File: config.mk
export PLATFORM = sky130hd
export DESIGN_NAME = reg_scoreboard
export DESIGN_NICKNAME = d
export VERILOG_FILES = /design/src/rtl/reg_scoreboard.sv
export SDC_FILE = /design/constraint.sdc
export NUM_CORES = 1
export LEC_CHECK = 0
export BUFFER_PORTS_ARGS = -buffer_cell sky130_fd_sc_hd__buf_2
export CORE_ASPECT_RATIO = 1.4
export CORE_UTILIZATION = 60
export DETAILED_ROUTE_END_ITERATION = 8
export PLACE_DENSITY = 0.81
export SLEW_MARGIN = 30
export SYNTH_ARGS = -nofsm -noshare
export SYNTH_HDL_FRONTEND = slang
export SYNTH_SLANG_ARGS = --single-unit
File: constraint.sdc
create_clock -name clk_i -period 13.4 [get_ports clk_i]
set_clock_uncertainty 0.2 [all_clocks]
set_input_delay 1.34 -clock clk_i [delete_from_list [all_inputs] [get_ports clk_i]]
set_output_delay 1.34 -clock clk_i [all_outputs]
set_load 0.1 [all_outputs]
File: src/rtl/reg_scoreboard.sv
// Per-register pending-write scoreboard for the RV32 decode/issue stage.
// Counts in-flight writers per architectural register and stalls issue on RAW hazards.
module reg_scoreboard #(
  parameter int unsigned CNT_W = 2
) (
  input  logic        clk_i,
  input  logic        rst_ni,
  input  logic        issue_valid_i,
  input  logic        issue_rd_wren_i,
  input  logic [4:0]  issue_rd_addr_i,
  input  logic        rs1_used_i,
  input  logic [4:0]  rs1_addr_i,
  input  logic        rs2_used_i,
  input  logic [4:0]  rs2_addr_i,
  output logic        stall_o,
  input  logic        wb_valid_i,
  input  logic [4:0]  wb_rd_addr_i,
  input  logic        kill_valid_i,
  input  logic [4:0]  kill_rd_addr_i,
  output logic [31:0] busy_o,
  output logic        err_o
);

  localparam int unsigned SUM_W = CNT_W + 1;

  typedef logic [CNT_W-1:0] cnt_t;
  typedef logic [SUM_W-1:0] sum_t;

  localparam cnt_t CNT_MAX = {CNT_W{1'b1}};

  cnt_t [31:0] cnt_q, cnt_d;
  logic        err_q, err_d;

  logic [31:0] wb_hit;
  logic [31:0] kill_hit;
  logic [31:0] issue_hit;
  logic        raw1;
  logic        raw2;
  logic        sat;
  logic        fire;

  // One-hot decode of the retire events; x0 never participates.
  // NOTE: every signal written in an always_comb gets a default first so no latch is inferred.
  always_comb begin
    wb_hit   = '0;
    kill_hit = '0;
    if (wb_valid_i && (wb_rd_addr_i != 5'd0)) begin
      wb_hit[wb_rd_addr_i] = 1'b1;
    end
    if (kill_valid_i && (kill_rd_addr_i != 5'd0)) begin
      kill_hit[kill_rd_addr_i] = 1'b1;
    end
  end

  // A same-cycle write-back is visible to this cycle's readers, so it cancels one pending count.
  always_comb begin
    raw1 = rs1_used_i && (rs1_addr_i != 5'd0) &&
           (cnt_q[rs1_addr_i] != cnt_t'(wb_hit[rs1_addr_i]));
    raw2 = rs2_used_i && (rs2_addr_i != 5'd0) &&
           (cnt_q[rs2_addr_i] != cnt_t'(wb_hit[rs2_addr_i]));
    sat  = issue_rd_wren_i && (issue_rd_addr_i != 5'd0) &&
           (cnt_q[issue_rd_addr_i] == CNT_MAX) &&
           !wb_hit[issue_rd_addr_i] && !kill_hit[issue_rd_addr_i];
  end

  assign stall_o = issue_valid_i && (raw1 || raw2 || sat);
  assign fire    = issue_valid_i && !stall_o && issue_rd_wren_i && (issue_rd_addr_i != 5'd0);

  always_comb begin
    issue_hit = '0;
    if (fire) begin
      issue_hit[issue_rd_addr_i] = 1'b1;
    end
  end

  // Net delta per counter in one update; a result below zero clamps and flags an error.
  always_comb begin
    cnt_d = cnt_q;
    err_d = err_q;
    for (int n = 1; n < 32; n++) begin
      sum_t up;
      sum_t dec;
      up  = {1'b0, cnt_q[n]} + sum_t'(issue_hit[n]);
      dec = sum_t'(wb_hit[n]) + sum_t'(kill_hit[n]);
      if (up < dec) begin
        cnt_d[n] = '0;
        err_d    = 1'b1;
      end else begin
        cnt_d[n] = cnt_t'(up - dec);
      end
    end
  end

  // NOTE: the counter array is plain flops, not RAM, so it is cleared by the async reset
  // and in-flight state vanishes the moment rst_ni falls.
  always_ff @(posedge clk_i or negedge rst_ni) begin
    if (!rst_ni) begin
      cnt_q <= '0;
      err_q <= 1'b0;
    end else begin
      // NOTE: sequential state is assigned with non-blocking <= so all flops sample together.
      cnt_q <= cnt_d;
      err_q <= err_d;
    end
  end

  always_comb begin
    busy_o = '0;
    for (int n = 1; n < 32; n++) begin
      busy_o[n] = (cnt_q[n] != '0);
    end
  end

  assign err_o = err_q;

endmodule

==> impl_results.md <==
- CTS tree: yes
- Clock sink count: 63
- Status: finished, final reports clean
- Core Region: 13900 µm²
- HPWL Detailed: 20800 µm
- Tmin final: 6.99 ns
- Setup TNS: 0 ns
- Die H: 143 µm
- Syn nets: 1122
- Core Rows: 51
- Area of the multi-input gates: 6330 µm²
- CP Capture Type: flip-flop
- Vias per Instance: 6.75
- CP max FO: 37
- Worst relative slew slack: 0.337
- First-pass GRT wire length: 42100 µm
- P_leak: 4.33 nW
- PortBufs: 65
- Seq cells post-synth: 63
- IO Pins: 67
- ANT nets after route: 0
- Fillers: 1236
- Arr. time, crit path: 6.97 ns
- All-Layer GR Usage: 0.388
- Post-cts resize count: 0
- Post-CTS setup buffer count: 0
- Largest net degree at the start of global routing: 64
- Synth Instances: 934
- Fmax: 143 MHz
- Initial antenna violation count: 0
- Hold-fix buffers, CTS: 0
- Commonest non-fill, non-tap cell in the layout: ha_1
- Cts bufs inserted: 9
- Seq/Total Area, Yosys: 0.184
- Max-cap violations: 0
- Commonest non-fill, non-tap cells in the layout: 124 x ha_1, 115 x nor2_1, 102 x inv_1, 65 x buf_2, 63 x dfrtp_1
- Final setup violation count: 0
- Post-route cell area: 9190 µm²
- Clk slew on worst S/H paths: 0.06 ns
- Distinct cells, synth: 77
- Vias after detailed routing: 7802
- Mean Syn Cell Area: 9.15 µm²
- Primary FF master, synth: dfrtp_1
- Total Power: 1.30 mW
- Initial Util: 0.615
- Fraction of layout cells with a size suffix above 1: 0.174
- Clock latency on the worst-skew pair: 0.34 ns
- GRT overflow: 0
- Area Growth Syn to Fin: 7.52%
- Post-route DRC: 0
- WL per Instance: 23.6 µm
- Worst setup path category: in -> reg
- Hold Violations, Final: 0
- Initial DRC count: 964
- Period utilization: 0.521
- RSZ-0062 raised after global routing: no
- Pre-CTS WS: 6.31 ns
- Post-Syn Area: 8550 µm²
- RD Place Congestion: 1.06
- Post-synth EDFFs: 0
- Vias in the first global route: 7706
- Min-delay worst type: reg -> reg
- Power density cells: 141 nW/µm²
- WL final: 27300 µm
- First-pass iteration count of the detailed router: 6
- Area after DPL: 8870 µm²
- Worst VDD drop: 0.107 mV
- Final worst slack: 6.41 ns
- Type of origin of the critical path: input pin
- CTS max path bufs: 2
- Die area: 14700 µm²
- Synth Warn #: 0
- Synth async-reset ratio: 1.00
- Final slew viol count: 0
- WP data required: 13.38 ns
- Number of diodes: 0
- Final core utilization: 0.661
- Root buf cell: clkbuf_16
- Slew @ Worst Pin: 0.995 ns
- Reg area: 1580 µm²
- Nets@finish: 1154
- Die width: 103 µm
- H-Tree Depth: 3
-- worst max-delay path: stages --
cell and delay (ns):
buf_2 0.74, nor2_1 0.26, a32oi_1 0.27, nand4_1 0.11, a2111oi_0 0.41, nor4bb_4 0.74, buf_4 0.43, nor3_1 0.11
ha_1 0.25, inv_1 0.10, fa_1 0.45, or3_1 0.40, a22o_1 0.20, a221o_1 0.29, a2111oi_0 0.50, buf_4 0.22
nand3_1 0.08
-- report_power, final --
group | total (mW) | internal, mW | switching [mW] | leakage [nW]
sequential | 0.315 | 0.235 | 0.0799 | 0.823
combinational | 0.721 | 0.190 | 0.530 | 3.34
clock | 0.264 | 0.173 | 0.0909 | 0.160
-- flip-flops by register name, indices dropped and copies added (netlist names) --
name	cells
err_o	1
cnt_q	62
-- metal layers --
layer  track usage  share of wire
met1         0.491           0.37
met2         0.620           0.47
met5             0              0
met4         0.225          0.062
met3        0.0661          0.097
-- metrics by stage --
stage	hold slack [ns]	instances
finish	0.544	1156
global route	0.563	1156
CTS	0.544	1156
detailed placement	0.509	1140
global placement	0.522	1140
floorplan	0.488	934
-- Yosys cell counts, types with 3 or more instances --
cell	instances	area share
ha_1	124	0.18
xnor2_1	40	0.041
a31oi_1	6	0.0044
a2111oi_0	3	0.0031
nor2b_1	8	0.0059
or3_1	31	0.023
nand4_2	4	0.0059
a22o_1	9	0.0092
nor3_2	3	0.0035
buf_2	16	0.0094
a311oi_1	3	0.0031
mux4_2	30	0.079
or2_2	34	0.025
nand3b_1	7	0.0061
nand4b_1	6	0.0061
nand2_1	25	0.011
nor4_1	5	0.0037
buf_6	4	0.0053
nand4_1	6	0.0044
mux2i_1	27	0.032
a221o_1	6	0.0070
o211ai_1	5	0.0044
a22oi_1	8	0.0070
nand3_1	14	0.0082
inv_1	102	0.045
clkbuf_1	11	0.0048
nor3_1	38	0.022
fa_1	31	0.073
nand2b_1	8	0.0059
a21oi_1	29	0.017
o221ai_1	5	0.0051
dfrtp_1	63	0.18
o21ai_0	10	0.0059
nor2_1	115	0.050
and2_1	4	0.0029
buf_4	15	0.013
o31a_1	6	0.0061
o22ai_1	19	0.014
-- cell type report --
| cell class | instances | share of cell area |
|---|---|---|
| Clock buffer | 13 | 0.0283 |
| Clock inverter | 3 | 0.00708 |
| Inverter | 102 | 0.0416 |
| Multi-Input combinational cell | 722 | 0.688 |
| Sequential cell | 63 | 0.171 |
| Tap cell | 185 | 0.0252 |
| Timing Repair Buffer | 68 | 0.0378 |
-- worst paths after layout --
kind / slack, ns / cells after the start / to / start
setup / recovery: 6.41 / 17 / err_o / issue_rd_addr_i[1]
hold / removal: 0.54 / 3 / err_o / err_o
setup reg to reg: 7.80 / 14 / err_o / cnt_q[9]
hold reg to reg: 0.54 / 3 / err_o / err_o
max in group asynchronous: 11.46 / 2 / cnt_q[35] / rst_ni
min in group asynchronous: 0.95 / 2 / cnt_q[24] / rst_ni
-- logic make-up (layout without fill, tap and decap cells) --
kind of cell             after synthesis  after routing  synth area share
adder cells (fa/ha/maj)              155            155             0.254
other                                  1              1          0.000439
buffers and inverters                149            186            0.0778
XOR/XNOR                              42             42            0.0430
AND/OR/NAND/NOR                      327            327             0.205
AO/OA/AOI/OAI                        136            136             0.116
flip-flops                            63             63             0.184
multiplexers                          61             61             0.119
Power figures use the tool's default switching activity.
